File: src/rtl/mips_core_pkg.sv
// Shared core types: branch outcome encoding and the branch feedback queue entry.
`ifndef ADDR_WIDTH
`define ADDR_WIDTH 32
`endif

package mips_core_pkg;

    typedef enum logic {
        NOT_TAKEN = 1'b0,
        TAKEN     = 1'b1
    } BranchOutcome;

    localparam int BRANCH_FB_DEPTH = 8;

    typedef struct packed {
        logic [`ADDR_WIDTH-1:0] pc;
        BranchOutcome           pred;
    } BranchFbEntry;

endpackage

File: src/rtl/branch_fb_fifo.sv
// Circular buffer of in-flight branch entries; clr discards everything behind
// the (possibly advancing) head in the same edge.
module branch_fb_fifo
    import mips_core_pkg::*;
#(
    parameter int DEPTH = BRANCH_FB_DEPTH,
    localparam int PTR_W = $clog2(DEPTH),
    localparam int CNT_W = PTR_W + 1
) (
    input  logic               clk,
    input  logic               rst_n,
    input  logic               push,
    input  BranchFbEntry       push_data,
    input  logic               pop,
    input  logic               clr,
    output BranchFbEntry       head_data,
    output logic [CNT_W-1:0]   count,
    output logic               full,
    output logic               empty
);

    BranchFbEntry     mem [DEPTH];
    logic [PTR_W-1:0] head, tail, head_nxt;

    // Power-of-2 depth lets the pointers wrap by natural overflow.
    assign head_nxt  = pop ? head + 1'b1 : head;
    assign head_data = mem[head];
    assign full      = (count == CNT_W'(DEPTH));
    assign empty     = (count == '0);

    always_ff @(posedge clk or negedge rst_n) begin
        if (!rst_n) begin
            head  <= '0;
            tail  <= '0;
            count <= '0;
        end else begin
            head <= head_nxt;
            if (clr) begin
                tail  <= head_nxt;
                count <= '0;
            end else begin
                if (push)
                    tail <= tail + 1'b1;
                case ({push, pop})
                    2'b10:   count <= count + 1'b1;
                    2'b01:   count <= count - 1'b1;
                    default: count <= count;
                endcase
            end
        end
    end

    // Storage is deliberately not reset; only the pointers define validity.
    always_ff @(posedge clk) begin
        if (push && !clr)
            mem[tail] <= push_data;
    end

endmodule

File: src/rtl/branch_feedback_queue.sv
// In-order tracker of predicted branches; pops on resolution and drives the
// predictor feedback port one cycle later, discarding wrong-path entries.
module branch_feedback_queue
    import mips_core_pkg::*;
#(
    parameter int DEPTH  = BRANCH_FB_DEPTH,
    parameter int ADDR_W = `ADDR_WIDTH,
    localparam int CNT_W = $clog2(DEPTH) + 1
) (
    input  logic              clk,
    input  logic              rst_n,
    input  logic              i_push_valid,
    input  logic [ADDR_W-1:0] i_push_pc,
    input  BranchOutcome      i_push_prediction,
    output logic              o_full,
    input  logic              i_res_valid,
    input  logic [ADDR_W-1:0] i_res_pc,
    input  BranchOutcome      i_res_outcome,
    input  logic              i_flush,
    output logic              o_fb_valid,
    output logic [ADDR_W-1:0] o_fb_pc,
    output BranchOutcome      o_fb_prediction,
    output BranchOutcome      o_fb_outcome,
    output logic              o_mispredict,
    output logic [CNT_W-1:0]  o_count,
    output logic              o_err
);

    BranchFbEntry head, push_data;
    logic         full, empty;
    logic         pop, mis, push_ok, clr, err_set;

    assign pop       = i_res_valid && !empty;
    assign mis       = pop && (head.pred != i_res_outcome);
    // A full queue can still accept when the head leaves on a correct prediction.
    assign push_ok   = i_push_valid && !i_flush && !mis && (!full || pop);
    assign clr       = i_flush || mis;
    assign push_data = '{pc: i_push_pc, pred: i_push_prediction};

    assign err_set = (i_push_valid && full && !pop)
                   || (i_res_valid && empty)
                   || (pop && (i_res_pc != head.pc));

    branch_fb_fifo #(.DEPTH(DEPTH)) u_fifo (
        .clk       (clk),
        .rst_n     (rst_n),
        .push      (push_ok),
        .push_data (push_data),
        .pop       (pop),
        .clr       (clr),
        .head_data (head),
        .count     (o_count),
        .full      (full),
        .empty     (empty)
    );

    assign o_full = full;

    always_ff @(posedge clk or negedge rst_n) begin
        if (!rst_n) begin
            o_fb_valid      <= 1'b0;
            o_fb_pc         <= '0;
            o_fb_prediction <= NOT_TAKEN;
            o_fb_outcome    <= NOT_TAKEN;
            o_mispredict    <= 1'b0;
            o_err           <= 1'b0;
        end else begin
            o_fb_valid   <= pop;
            o_mispredict <= mis;
            if (pop) begin
                o_fb_pc         <= head.pc;
                o_fb_prediction <= head.pred;
                o_fb_outcome    <= i_res_outcome;
            end
            if (err_set)
                o_err <= 1'b1;
        end
    end

endmodule

File: config.mk
export PLATFORM = sky130hd
export DESIGN_NAME = branch_feedback_queue
export DESIGN_NICKNAME = d
export VERILOG_FILES = /design/src/rtl/mips_core_pkg.sv /design/src/rtl/branch_fb_fifo.sv /design/src/rtl/branch_feedback_queue.sv
export SDC_FILE = /design/constraint.sdc
export NUM_CORES = 1
export LEC_CHECK = 0
export BUFFER_PORTS_ARGS = -buffer_cell sky130_fd_sc_hd__buf_2
export CORE_UTILIZATION = 30
export DETAILED_ROUTE_END_ITERATION = 8
export GPL_TIMING_DRIVEN = 1
export PLACE_DENSITY = 0.55
export REMOVE_ABC_BUFFERS = 1
export SLEW_MARGIN = 10
export SYNTH_ARGS = -nofsm -noshare
export SYNTH_HDL_FRONTEND = slang
export SYNTH_SLANG_ARGS = --single-unit
File: constraint.sdc
create_clock -name clk -period 6.1 [get_ports clk]
set_input_delay 1.83 -clock clk [delete_from_list [all_inputs] [get_ports clk]]
set_output_delay 1.83 -clock clk [all_outputs]
set_load 0.05 [all_outputs]
======== Yosys cells after proc, flatten, opt, wreduce, memory -nomap -nowiden ========
Memory sizes are Yosys's and may differ from the RTL's.
Index checks and enable logic that the tools add are counted.
word-level totals
  output and inout port bits .............. 42
  bits in writable memories ............... 264
  word-level logic and storage cells ...... 49
  bits in latches ......................... 0
  bits of input ports ..................... 71
  register bits ........................... 47
  memories kept ........................... 1
  bits in read-only memories .............. 0
cells by class
  eq/ne operators ......................... 5
  $lt $le $gt $ge ......................... 0
  reductions and logical operators ........ 23
  muxes and demuxes ....................... 7
  multiply operators ...................... 0
  shift-type cells ........................ 0
  div/mod/pow operators ................... 0
  add/sub/neg operators ................... 4
  bitwise operators ....................... 0
memory list
  memory      depth  width  rd ports  clocked after memory_dff  wr ports  RTL line              source
  u_fifo.mem  8      33     1         0                         1         branch_fb_fifo.sv:22  BranchFbEntry mem [DEPTH];
operators with widths
  kind                                                                 count
  32-bit inequality test                                               1
  1-bit logical AND                                                    10
  3-bit 2-to-1 mux                                                     3
  4-bit one-hot mux with 2 select lines                                1
  3-bit by 1-bit adder with 3-bit output (second input constant)       2
  1-bit zero test                                                      6
  4-bit by 1-bit adder with 4-bit output (second input constant)       1
  4-bit == test (second input constant)                                1
  4-bit zero test                                                      1
  1-bit logical OR                                                     4
  4-bit 2-to-1 mux                                                     1
  4-bit by 1-bit subtractor with 4-bit output (second input constant)  1
  3-bit nonzero test                                                   1
  2-bit by 1-bit == test with 1-bit output (second input constant)     1
  2-bit == test (second input constant)                                1
  1-bit 2-to-1 mux                                                     2
  2-bit nonzero test                                                   1
  1-bit inequality test                                                1

======== Longest topological paths before layout ========
Gate-level depths: netlist (run 1).
  depth in word-level cells ............... 10
  mapped depth ............................ 13

======== Hierarchy ========
A second synthesis (run 1) with hierarchy kept.
second synthesis, totals
  cells, all modules ...................... 583
  area, all modules ....................... 12477.0 µm²
modules (own cells, without submodules)
  module                 cells each  times used  area each (µm²)
  branch_fb_fifo         456         1           10749.1
  branch_feedback_queue  127         1           1727.9

======== Worst setup path after synthesis (run 1) ========
Ideal clock, no wire load.
  path type ............................... input port to flip-flop
  start point ............................. in i_res_valid
  end point ............................... mem u_fifo.mem[5][0] (netlist name) (enable)
  arrival time ............................ 5.197 ns
  stages .................................. 5
  path slack .............................. 0.431 ns
  cells stage by stage .................... o21ai_1 nor2_1 nor2_1 nand3_1 nor3b_1
on the way
  longest elaborated chain between the ends .. 8
ends and longest elaborated chain
  element                                     RTL line                     source
  start: declaration                          branch_feedback_queue.sv:16  input logic i_res_valid,
  1-bit logical AND (*)                       branch_feedback_queue.sv:33  assign pop = i_res_valid && !empty;
  1-bit logical AND (*)                       branch_feedback_queue.sv:34  assign mis = pop && (head.pred != i_res_outcome);
  via mis                                     branch_feedback_queue.sv:31  logic pop, mis, push_ok, clr, err_set;
  1-bit zero test                             branch_feedback_queue.sv:36  assign push_ok = i_push_valid && !i_flush && !mis && (!full || pop);
  1-bit logical AND (2 in a row)              branch_feedback_queue.sv:36
  1-bit logical AND (*)                       branch_fb_fifo.sv:55         if (push && !clr)
  1-bit 2-to-1 mux (*)                        branch_fb_fifo.sv:55
  1-bit 2-to-1 mux (not written as such) (*)  branch_fb_fifo.sv:56         mem[tail] <= push_data;
  end: declaration                            branch_fb_fifo.sv:22
Mark *: on every way through the listed nets, which the timed path passes. The rest lies on a longest branch.

======== Worst setup path in the final report (run 1) ========
  start point ............................. reg u_fifo.head[0]
  end point ............................... mem u_fifo.mem[7][0] (netlist name) (enable)
on the way
  longest elaborated chain between the ends .. 9
ends and longest elaborated chain
  element                                     RTL line                     source
  start: declaration                          branch_fb_fifo.sv:23         logic [PTR_W-1:0] head, tail, head_nxt;
  start signal: assignment                    branch_fb_fifo.sv:37         head <= head_nxt;
  memory read 8 x 33 bit (*)                  --
  1-bit inequality test (*)                   branch_feedback_queue.sv:34
  1-bit logical AND (*)                       branch_feedback_queue.sv:34
  via mis                                     branch_feedback_queue.sv:31
  1-bit zero test                             branch_feedback_queue.sv:36
  1-bit logical AND (2 in a row)              branch_feedback_queue.sv:36
  1-bit logical AND (*)                       branch_fb_fifo.sv:55
  1-bit 2-to-1 mux (*)                        branch_fb_fifo.sv:55
  1-bit 2-to-1 mux (not written as such) (*)  branch_fb_fifo.sv:56
Marks and branches as above.

==> results.md, run 1 <==
- Setup Fix Bufs, Post-CTS: 0
- Slew @ Worst Pin: 0.9517 ns
- Yosys warns: 0
- Clock slew at reported path FFs: 0.06 ns
- FFs w/ async S/R, synth: 15.11%
- Pwr dens: 496.9 mW/mm2
- Total track usage: between 10% and 20%
- Worst Hold Class: reg2reg
- Internal power: 4572 uW
- Max-Cap Viols: 0
- Seq/Total Area, Yosys: 74.66%
- Logic pwr share: 34.1%
- Clk pwr share: roughly 27%
- Status: complete, no violations
- Hold path depth: 2
- Io pins: roughly 110
- Fin nets: 892
- Cell taking the most area after synthesis: edfxtp_1
- Final setup viols: 0
- Leading post-synthesis cells by cell area: edfxtp_1 (65%), dfrtp_1 (9.6%), mux4_2 (7.6%)
- Die H: between 200 and 250 um
- Width of the die: approximately 200 um
- Core ar.: 0.03991 mm2
- CTS tree: done
- Final Hold Viols: 0
- Final ANT Viol Nets: 0
- Max FO, Critical Path: 21
- Vias in the first global route: 6696
- Standby leakage power: between 0.005 and 0.006 uW
- Synthesized area: 0.01219 mm2
- Buffers on Ports: 112
- Final cell count without fillers: 1366
- Critical path type: reg2reg
- PnR Total Power: 7213 uW
- Final critical-path required period: about 3.9 ns
- Max IR drop VDD: between 0.0003 and 0.0004 V
- Initial antenna violation count: 3
- # rows: 73
- Length of the first detailed-routing pass in iterations: 5
- Largest net degree at the start of global routing: slightly above 70
- Worst Skew: 0.01847 ns
- Post-CTS Resized: 0
- RSZ-0062 raised after global routing: false
- Starting density of the core: 30.55%
- Gpl congestion: around 0.76
- Multi-input gate area: 0.002988 mm2
- Fill count: ~3700
- Reg2reg path depth: 8
- Sequential Area: 0.009107 mm2
- Layout cells sized above 1: 28.30%
- Max_slew headroom: 36.42%
- Final period util: between 60% and 70%
- Clock buffer depth: 3
- Reg2Reg Setup Slack: around 2.2 ns
- Wire per inst: 20.22 um
- Htree depth: 2
- CP arrival: 4.13 ns
- Reg-to-reg startpoint: u_fifo.head[0]
- Worst setup SP type: register
- DR iter-0 viols: a little over 500
- Post-route core utilization: 36.37%
- Crit path to: u_fifo.mem[7][0]
- Detailed-route via count: 6418
- Req. time, crit path: 6.28 ns
- Die area: 0.04146 mm2
- Grt ovf: 0
- Placement Setup Slack: 1.853 ns
- Setup WS post-layout: about 2.2 ns
- CTS Buf Count: 34
- Skew-Pair Late Insertion Delay: 0.52 ns
- Layout area overhead: 19.04%
- Final Max Tran Viols: 0
- Yosys reg bits: 311
- Synthesized area per cell: 17.91 um2
- Flop pwr share: 39.0%
- Post-CTS Hold Fix Bufs: 0
- DRC violations left: 0
- Max Freq: 253.4 MHz
- Sw frac: 36.61%
- Hpwl dp: 17.60 mm
- Post-synth EDFFs: 264
- Fin Setup TNS: 0 ns
- Worst Setup SP: u_fifo.head[0]
- # clock sinks: 311
- Yosys cell types: 44
- Sw power: about 2600 uW
- Antenna Cells: 0
- Reg2reg end: u_fifo.mem[7][0]
- Root Driver: clkbuf_16
- Hold_sp: o_fb_pc[1]
- Yosys top cell area share: between 60% and 70%
- Vias per cell: 4.698
- Top_reg_cell synth: edfxtp_1
- Placed cell count: 1305
- Cell count after synthesis: 681
- First-pass GRT wire length: about 42 mm
- WL final: between 20 and 30 mm
- CP Capture Type: register
[sequential cells by signal, summed over array words and instances, names as in the netlist]
name,cells
o_mispredict,1
o_fb_valid,1
o_fb_prediction,1
o_fb_outcome,1
o_err,1
u_fifo.mem,264
u_fifo.head,3
o_fb_pc,32
u_fifo.count,4
u_fifo.tail,3
[critical path: stages (launching register included)]
cell and delay, ns:
dfrtp_2 0.79, mux4_2 0.58, mux2i_1 0.29, xor2_1 0.18, nor2_1 0.08, nor2_1 0.39
nand3_1 0.36, nor2_4 0.54, buf_4 0.38
[layout by cell type, fill, tap and decap left out, types with 11 or more instances in the layout]
master	count
a22oi_1	21
buf_2	112
buf_4	17
clkbuf_1	11
clkbuf_16	34
dfrtp_1	44
edfxtp_1	264
mux2i_1	54
mux4_2	41
nand2_1	48
nor2_1	14
o21ai_0	56
xor2_1	33
[worst min path at each step]
stage	to	slack [ns]
after floorplan	u_fifo.tail[0]	0.59
after global placement	o_fb_pc[3]	0.46
after detailed placement	o_fb_pc[24]	0.47
after CTS	o_fb_pc[9]	0.48
after global routing	o_fb_pc[18]	0.49
final	o_fb_pc[1]	0.47
[synth_stat cells (all sizes together), types with 3 or more instances]
cell	instances
ha	4
nand4	7
xor2	33
nor3b	4
mux2i	54
buf	17
mux2	4
edfxtp	264
clkbuf	13
o21ai	57
nand2	48
a22oi	21
nor2b	3
mux4	41
or3	3
inv	4
nor2	17
xnor2	7
a21oi	7
nor3	7
dfrtp	47
[cells by family (layout without fill, tap and decap cells)]
| kind of cell | Yosys count | in the layout | share of synthesized area, % |
|---|---|---|---|
| AOI/OAI and AO/OA | 94 | 94 | 4.453 |
| xor gates and xnor gates | 40 | 40 | 2.873 |
| adders and majority gates | 5 | 5 | 0.5746 |
| DFF | 311 | 311 | 74.66 |
| and+or+nand+nor | 97 | 97 | 3.745 |
| muxes | 99 | 99 | 12.37 |
| buffers and inverters | 35 | 195 | 1.323 |
[power groups by stage]
stage	combinational [uW]	sequential, uW	clock, uW
2_1_floorplan	1200	3370	0
3_3_place_gp	2490	2860	0
3_5_place_dp	2500	2860	0
4_1_cts	2510	2820	2000
5_1_grt	2670	2850	2080
6_report	2460	2810	1940
[area by class of cell]
cell class,count,area share (%)
Multi-Input combinational cell,335,20.58
Clock inverter,15,1.043
Sequential cell,311,62.74
Tap cell,525,4.525
Clock buffer,46,6.240
Timing Repair Buffer,129,4.741
Inverter,5,0.1293
[through the flow]
stage          hold WS (ns)  area, um2
3_5_place_dp         0.4687      13460
4_1_cts              0.4820      14520
3_3_place_gp         0.4575      13460
6_report             0.4744      14520
5_1_grt              0.4895      14520
2_1_floorplan        0.5913      12050
[metal layers]
layer	part of all wire (%)	vias to the layer above	track usage, %
met5	0.14	-	0
met4	1.6	6	3.303
met3	5.4	41	2.764
met2	45	190	20.59
met1	48	3241	19.97
li1	-	2940	-
Note: power is estimated with default switching activity, not from simulation.
==> run 2, diff against run 1 <==
Settings changed: ABC_AREA set to 1.
Clock period 6.1 ns to 3.8 ns, I/O delays scaled along.
==> run 2 against run 1 <==
Register-to-register slack lost 1.2 ns. Total power grew 73%. Wire length grew 24%. Non-clock buffer count grew 12. Sequential share of layout area shrank 5.0 points. Hold slack lost 0.020 ns. Die area grew 9.4%. Synthesized cell count grew 86%.
==> results.md, run 2 <==
- DR iter-0 viols: 602 (+16%)
- Largest regs: u_fifo.mem: 264 flops, o_fb_pc: 32 flops, u_fifo.count: 4 flops
- Commonest cells after routing, fill and taps aside: nand2_1 (343), edfxtp_1 (264), nor2_1 (168), nand3_1 (117), buf_2 (112)
- Final ANT Viol Nets: 0 (unchanged)
- CP arrival: 1.78 ns (-2.35 ns)
- CTS Buf Count: 36 (+5.9%)
- Leading post-synthesis cells by cell area: edfxtp_1 (59%), nand2_1 (9.6%), dfrtp_1 (8.8%)
- Reg2Reg Setup Slack: 0.96 ns (-1.19 ns)
- Req. time, crit path: 2.66 ns (-3.62 ns)
- DRC violations left: 0 (unchanged)
- Post-synth EDFFs: 264 (unchanged)
- Fin Setup TNS: 0 ns (unchanged)
- Simple-Gate Fraction of Synth Area: 20.67% (+17 points)
- Compound-Gate Fraction of Synth Area: 4.565% (+0.11 points)
- Final Hold Viols: 0 (unchanged)
- Root Driver: clkbuf_16
- Standby leakage power: 0.006469 uW (+25%)
- Yosys cell types: 33 (-25%)
- Commonest cells post-synth: nand2_1 (343), edfxtp_1 (264), nor2_1 (176)
- Adder-Cell Fraction of Synth Area: 0.5249% (-0.050 points)
- Largest net degree at the start of global routing: 74 (+2.8%)
- Yosys reg bits: 311 (unchanged)
- # rows: 76 (+4.1%)
- Hold_sp: o_err
- Synthesized area: 0.01335 mm2 (+9.5%)
- Vias per cell: 4.480 (-4.7%)
- Hpwl dp: 21.37 mm (+21%)
- Placement Setup Slack: 0.6116 ns (-1.241 ns)
- RSZ-0062 raised after global routing: false
- Top-count cell post-synth: nand2_1
- WL final: 34.15 mm (+24%)
- Worst Hold Class: reg2reg
- Starting density of the core: 30.72% (+0.16 points)
- Max Freq: 342.7 MHz
- Xor and xnor area share after synthesis: 0.3937% (-2.5 points)
- Status: complete, no violations
- Hold EP: o_err
- Reg-to-reg startpoint: u_fifo.head[0]
- PnR Total Power: 12500 uW (+73%)
- Reg2reg end: o_err
- Io pins: 113 (unchanged)
- Combinational family with the most area after synthesis: simple AND/OR/NAND/NOR gates
- Commonest non-fill, non-tap cell in the layout: nand2_1
- Total track usage: 15.33% (+1.7 points)
- Max reg flops: 264 (unchanged)
- Htree depth: 2 (unchanged)
- Fill count: 4342 (+16%)
- Synthesized area per cell: 10.51 um2 (-41%)
- Pwr dens: 792.8 mW/mm2 (+60%)
- Max FO, Critical Path: 6 (-71%)
- Skew-Pair Late Insertion Delay: 0.55 ns (+0.03 ns)
- Worst Skew: 0.02421 ns (+0.005741 ns)
- Fin nets: 1468 (+65%)
- FFs w/ async S/R, synth: 15.11% (unchanged)
- Max_slew headroom: 43.17% (+6.8 points)
- Clock buffer depth: 3 (unchanged)
- Max IR drop VDD: 0.0005454 V (+63%)
- Top_reg_cell synth: edfxtp_1
- Final period util: 76.79%
- First-pass GRT wire length: 51.85 mm (+23%)
- # clock sinks: 311 (unchanged)
- Length of the first detailed-routing pass in iterations: 5 (unchanged)
- Final critical-path required period: roughly 3 ns
- Vias in the first global route: 8494 (+27%)
- Max-Cap Viols: 0 (unchanged)
- Detailed-route via count: 8986 (+40%)
- Setup Fix Bufs, Post-CTS: 0 (unchanged)
- Hold WS: 0.4541 ns (-0.02029 ns)
- Layout cells sized above 1: 15.21% (-13 points)
- Wire per inst: 17.02 um (-16%)
- Buffers on Ports: 112 (unchanged)
- Cell count after synthesis: 1270 (+86%)
- Final Max Tran Viols: 0 (unchanged)
- CTS tree: done
- Die area: 0.04534 mm2 (+9.4%)
- Critical path type: reg2out
- Slew @ Worst Pin: 0.8524 ns (-0.09934 ns)
- Reg2reg path depth: 14 (+6)
- Gpl congestion: 0.7484 (-1.6%)
- Width of the die: 212.9 um (+4.6%)
- Mux cell area share after synthesis: 0% (-12 points)
- Layout area overhead: 18.16%
- Seq/Total Area, Yosys: 68.20% (-6.5 points)
- Final setup viols: 0 (unchanged)
- Die H: 212.9 um (+4.6%)
- Worst setup SP type: register
- Hold path depth: 2 (unchanged)
- Clock slew at reported path FFs: 0.06 ns (about the same)
- CP Capture Type: output port
- Cell taking the most area after synthesis: edfxtp_1
- Largest reg by FF count: u_fifo.mem
- Post-CTS Resized: 0 (unchanged)
- Yosys top cell area share: 59.39% (-5.6 points)
- Post-CTS Hold Fix Bufs: 0 (unchanged)
- Yosys warns: 0 (unchanged)
- Initial antenna violation count: 3 (unchanged)
- Core ar.: 0.04346 mm2 (+8.9%)
- Setup WS post-layout: 0.8820 ns (-1.272 ns)
- Grt ovf: 0 (unchanged)
[run 2: cell count changes in the layout (fill, tap and decap cells not counted), sizes merged, moves of 7 or more]
| cell | before | now |
|---|---|---|
| nand3 | 1 | 119 |
| mux4 | 41 | 0 |
| mux2i | 54 | 0 |
| buf | 129 | 141 |
| xor2 | 33 | 5 |
| o21ai | 57 | 110 |
| nand2 | 48 | 348 |
| nand3b | 0 | 19 |
| a22oi | 21 | 0 |
| nor2 | 17 | 177 |
| nor3 | 7 | 0 |
| inv | 7 | 114 |
[run 2: worst max-delay path: stages (launching register included)]
cell     delay, ns
dfrtp_1       0.46
nor2_1        0.24
nand3_1       0.20
inv_1         0.08
buf_2         0.25
[run 2: cell type report]
class	count	area, um2	share of cell area, %
Sequential cell	311	9109	57.75
Tap cell	585	732.0	4.641
Timing Repair Buffer	141	815.8	5.173
Inverter	112	422.9	2.681
Multi-Input combinational cell	790	3551	22.51
Antenna cell	1	2.502	0.01587
Clock buffer	44	930.9	5.902
Clock inverter	22	207.7	1.317
[run 2: metal layers]
metal  GRT usage (%)  routed length, um
met2           24.36              15890
met5               0                 19
met1           21.50              15850
met3           3.206               1995
met4           3.200                396
[run 2: worst max path at each step]
stage,start,to,cells after the start
finish,u_fifo.count[0],o_full,4
global route,u_fifo.head[0],o_err,14
floorplan,u_fifo.head[0],u_fifo.mem[0][0],10
detailed placement,i_res_valid,u_fifo.mem[0][28],9
global placement,i_res_valid,u_fifo.mem[1][32],9
CTS,u_fifo.count[0],o_full,4
[run 2: cell families (layout without fill, tap and decap cells)]
logic type,after synthesis,after routing
XOR/XNOR,6,6
flip-flops,311,311
AO/OA/AOI/OAI,115,115
other,0,1
adder cells (fa/ha/maj),5,5
buffers and inverters,169,319
AND/OR/NAND/NOR,664,664
[run 2: metrics by stage]
step	instances	utilization (%)	area (um2)
2_1_floorplan	1213	-	13020
3_3_place_gp	1939	33.67	14630
3_5_place_dp	1939	33.67	14630
4_1_cts	2005	36.29	15770
5_1_grt	2005	36.29	15770
6_report	2006	36.29	15770
[run 2: report_power, final]
group          internal, uW  switching, uW
Combinational          1260           3510
Sequential             4180            208
Clock                  1970           1390
Total                  7400           5110
==> run 3, diff against run 2 <==
Settings changed: PLACE_DENSITY 0.55 to 0.56.
Clock period 3.8 ns to 2.6 ns, I/O delays scaled along.
==> run 3 against run 2 <==
Global-route usage is essentially flat. Non-clock buffer count grew 10. Critical path type unchanged. Largest cell class unchanged. Sequential share of layout area shrank 0.80 points. Critical path depth is the same. Clock skew shrank 0.0094 ns. Utilization grew 0.51 points. Hold slack lost 0.13 ns.
==> results.md, run 3 (synthesis results as in run 2) <==
- Status: complete, no violations
- Wire per inst: 17.01 um (about the same)
- Final Hold Viols: 0 (unchanged)
- Core ar.: 0.04346 mm2 (unchanged)
- Die area: 0.04534 mm2 (unchanged)
- Starting density of the core: 30.72% (unchanged)
- Final critical-path required period: between 2 and 2.5 ns
- Clock slew at reported path FFs: 0.06 ns (about the same)
- CTS Buf Count: 35 (-2.8%)
- Worst Skew: 0.01486 ns (-0.009356 ns)
- Initial antenna violation count: 3 (unchanged)
- Largest regs: u_fifo.mem: 264 flops, o_fb_pc: 32 flops, u_fifo.count: 4 flops
- Fin Setup TNS: 0 ns (unchanged)
- Die H: 212.9 um (unchanged)
- Layout area overhead: 19.81%
- Largest stage delay on the critical path: 0.46 ns (about the same)
- Max-Cap Viols: 0 (unchanged)
- Worst Hold Class: in2async
- Max Freq: 405.3 MHz
- Antenna Cells: 0 (-1)
- Delay-heaviest family, CP: flip-flops
- CP Capture Type: output port
- Standby leakage power: 0.006543 uW (+1.1%)
- Grt ovf: 0 (unchanged)
- Hold WS: 0.3264 ns (-0.1277 ns)
- Max IR drop VDD: 0.0006480 V (+19%)
- Pwr dens: 1140 mW/mm2 (+44%)
- First-pass GRT wire length: 51.48 mm (-0.71%)
- Critical path type: reg2out
- DRC violations left: 0 (unchanged)
- Final Max Tran Viols: 0 (unchanged)
- Layout cells sized above 1: 16.06% (+0.85 points)
- # clock sinks: 311 (unchanged)
- Commonest cells after routing, fill and taps aside: nand2_1 (343), edfxtp_1 (264), nor2_1 (167), nand3_1 (116), buf_2 (111)
- Largest reg by FF count: u_fifo.mem
- Fill count: 4253 (-2.0%)
- Max_slew headroom: 48.62% (+5.4 points)
- Width of the die: 212.9 um (unchanged)
- Slew @ Worst Pin: 0.7706 ns (-0.08174 ns)
- CP bufs+invs: 2 (unchanged)
- Skew-Pair Late Insertion Delay: 0.54 ns (about the same)
- Io pins: 113 (unchanged)
- Htree depth: 2 (unchanged)
- CP arrival: 1.69 ns (-0.09 ns)
- WL final: 34.21 mm (+0.18%)
- Highest-delay cell along the critical path: dfrtp_1
- Largest net degree at the start of global routing: 107 (+45%)
- Hpwl dp: 20.89 mm (-2.2%)
- Total track usage: 15.36% (+0.034 points)
- Commonest non-fill, non-tap cell in the layout: nand2_1
- DR iter-0 viols: 593 (-1.5%)
- Fin nets: 1477 (+0.61%)
- # rows: 76 (unchanged)
- Worst setup SP type: register
- CTS tree: done
- Final period util: 94.89%
- Post-CTS Hold Fix Bufs: 0 (unchanged)
- Length of the first detailed-routing pass in iterations: 5 (unchanged)
- Final setup viols: 0 (unchanged)
- Req. time, crit path: 1.82 ns (-0.84 ns)
- Max reg flops: 264 (unchanged)
- Vias in the first global route: 8623 (+1.5%)
- Buffers on Ports: 112 (unchanged)
- Detailed-route via count: 9089 (+1.1%)
- Max FO, Critical Path: 6 (unchanged)
- CP Cell Sequence: nor2_2, nand3_1, inv_1, clkbuf_4
- RSZ-0062 raised after global routing: true
- Root Driver: clkbuf_16
- Clock buffer depth: 3 (unchanged)
- Final ANT Viol Nets: 0 (unchanged)
- Gpl congestion: 0.7631 (+2.0%)
- Vias per cell: 4.520 (+0.89%)
run 3: final timing paths:
kind | start | cells after the start | endpoint | slack [ns]
max in group asynchronous | rst_n | 2 | o_fb_pc[15] | 1.65
setup reg to reg | u_fifo.head[0] | 13 | o_err | 0.18
setup / recovery | u_fifo.count[0] | 4 | o_full | 0.13
hold / removal | rst_n | 1 | o_fb_pc[0] | 0.33
min in group clk | o_fb_prediction | 2 | o_fb_prediction | 0.48
hold reg to reg | o_fb_prediction | 2 | o_fb_prediction | 0.48
run 3: what timing repair did:
action,4_1_cts,5_1_grt
setup buffers,0,1
endpoints found under the setup margin,0,12
resized for setup,0,6
run 3: layer usage:
metal  global-route usage, %  up-vias  wire (um)  part of all wire, %
met2                   24.46      211      15960                   47
met5                       0        -         41                 0.12
met4                   4.713        6        643                  1.9
met1                   21.07     4344      15930                   47
met3                   3.015       44       1633                  4.8
li1                        -     4484          -                    -
run 3: through the flow:
step | cell area (um2) | power (uW) | cells | worst slack [ns] | utilization (%)
after detailed placement | 14900 | 13780 | 1948 | 0.07182 | 34.28
after CTS | 15950 | 18440 | 2010 | 0.009685 | 36.70
after global routing | 15990 | 19420 | 2011 | -0.02153 | 36.80
after floorplan | 13020 | 11240 | 1213 | -3.679 | -
after global placement | 14900 | 13710 | 1948 | 0.07725 | 34.28
final | 15990 | 18230 | 2011 | 0.1328 | 36.80
run 3: area by class of cell:
class	count	area (um2)	share of cell area, %
timing repair buffer	151	1101	6.885
sequential	311	9109	56.96
clock buffer	48	944.7	5.907
multi-input combinational	790	3575	22.35
clock inverter	14	107.6	0.6729
inverter	112	422.9	2.645
tap	585	732.0	4.577
run 3: report_power, final:
part | switching (uW) | internal [uW] | total [uW] | leakage [uW]
Sequential | 305 | 6100 | 6410 | 0.00296
Clock | 1940 | 2650 | 4590 | 0.000514
Combinational | 5170 | 2060 | 7230 | 0.00306
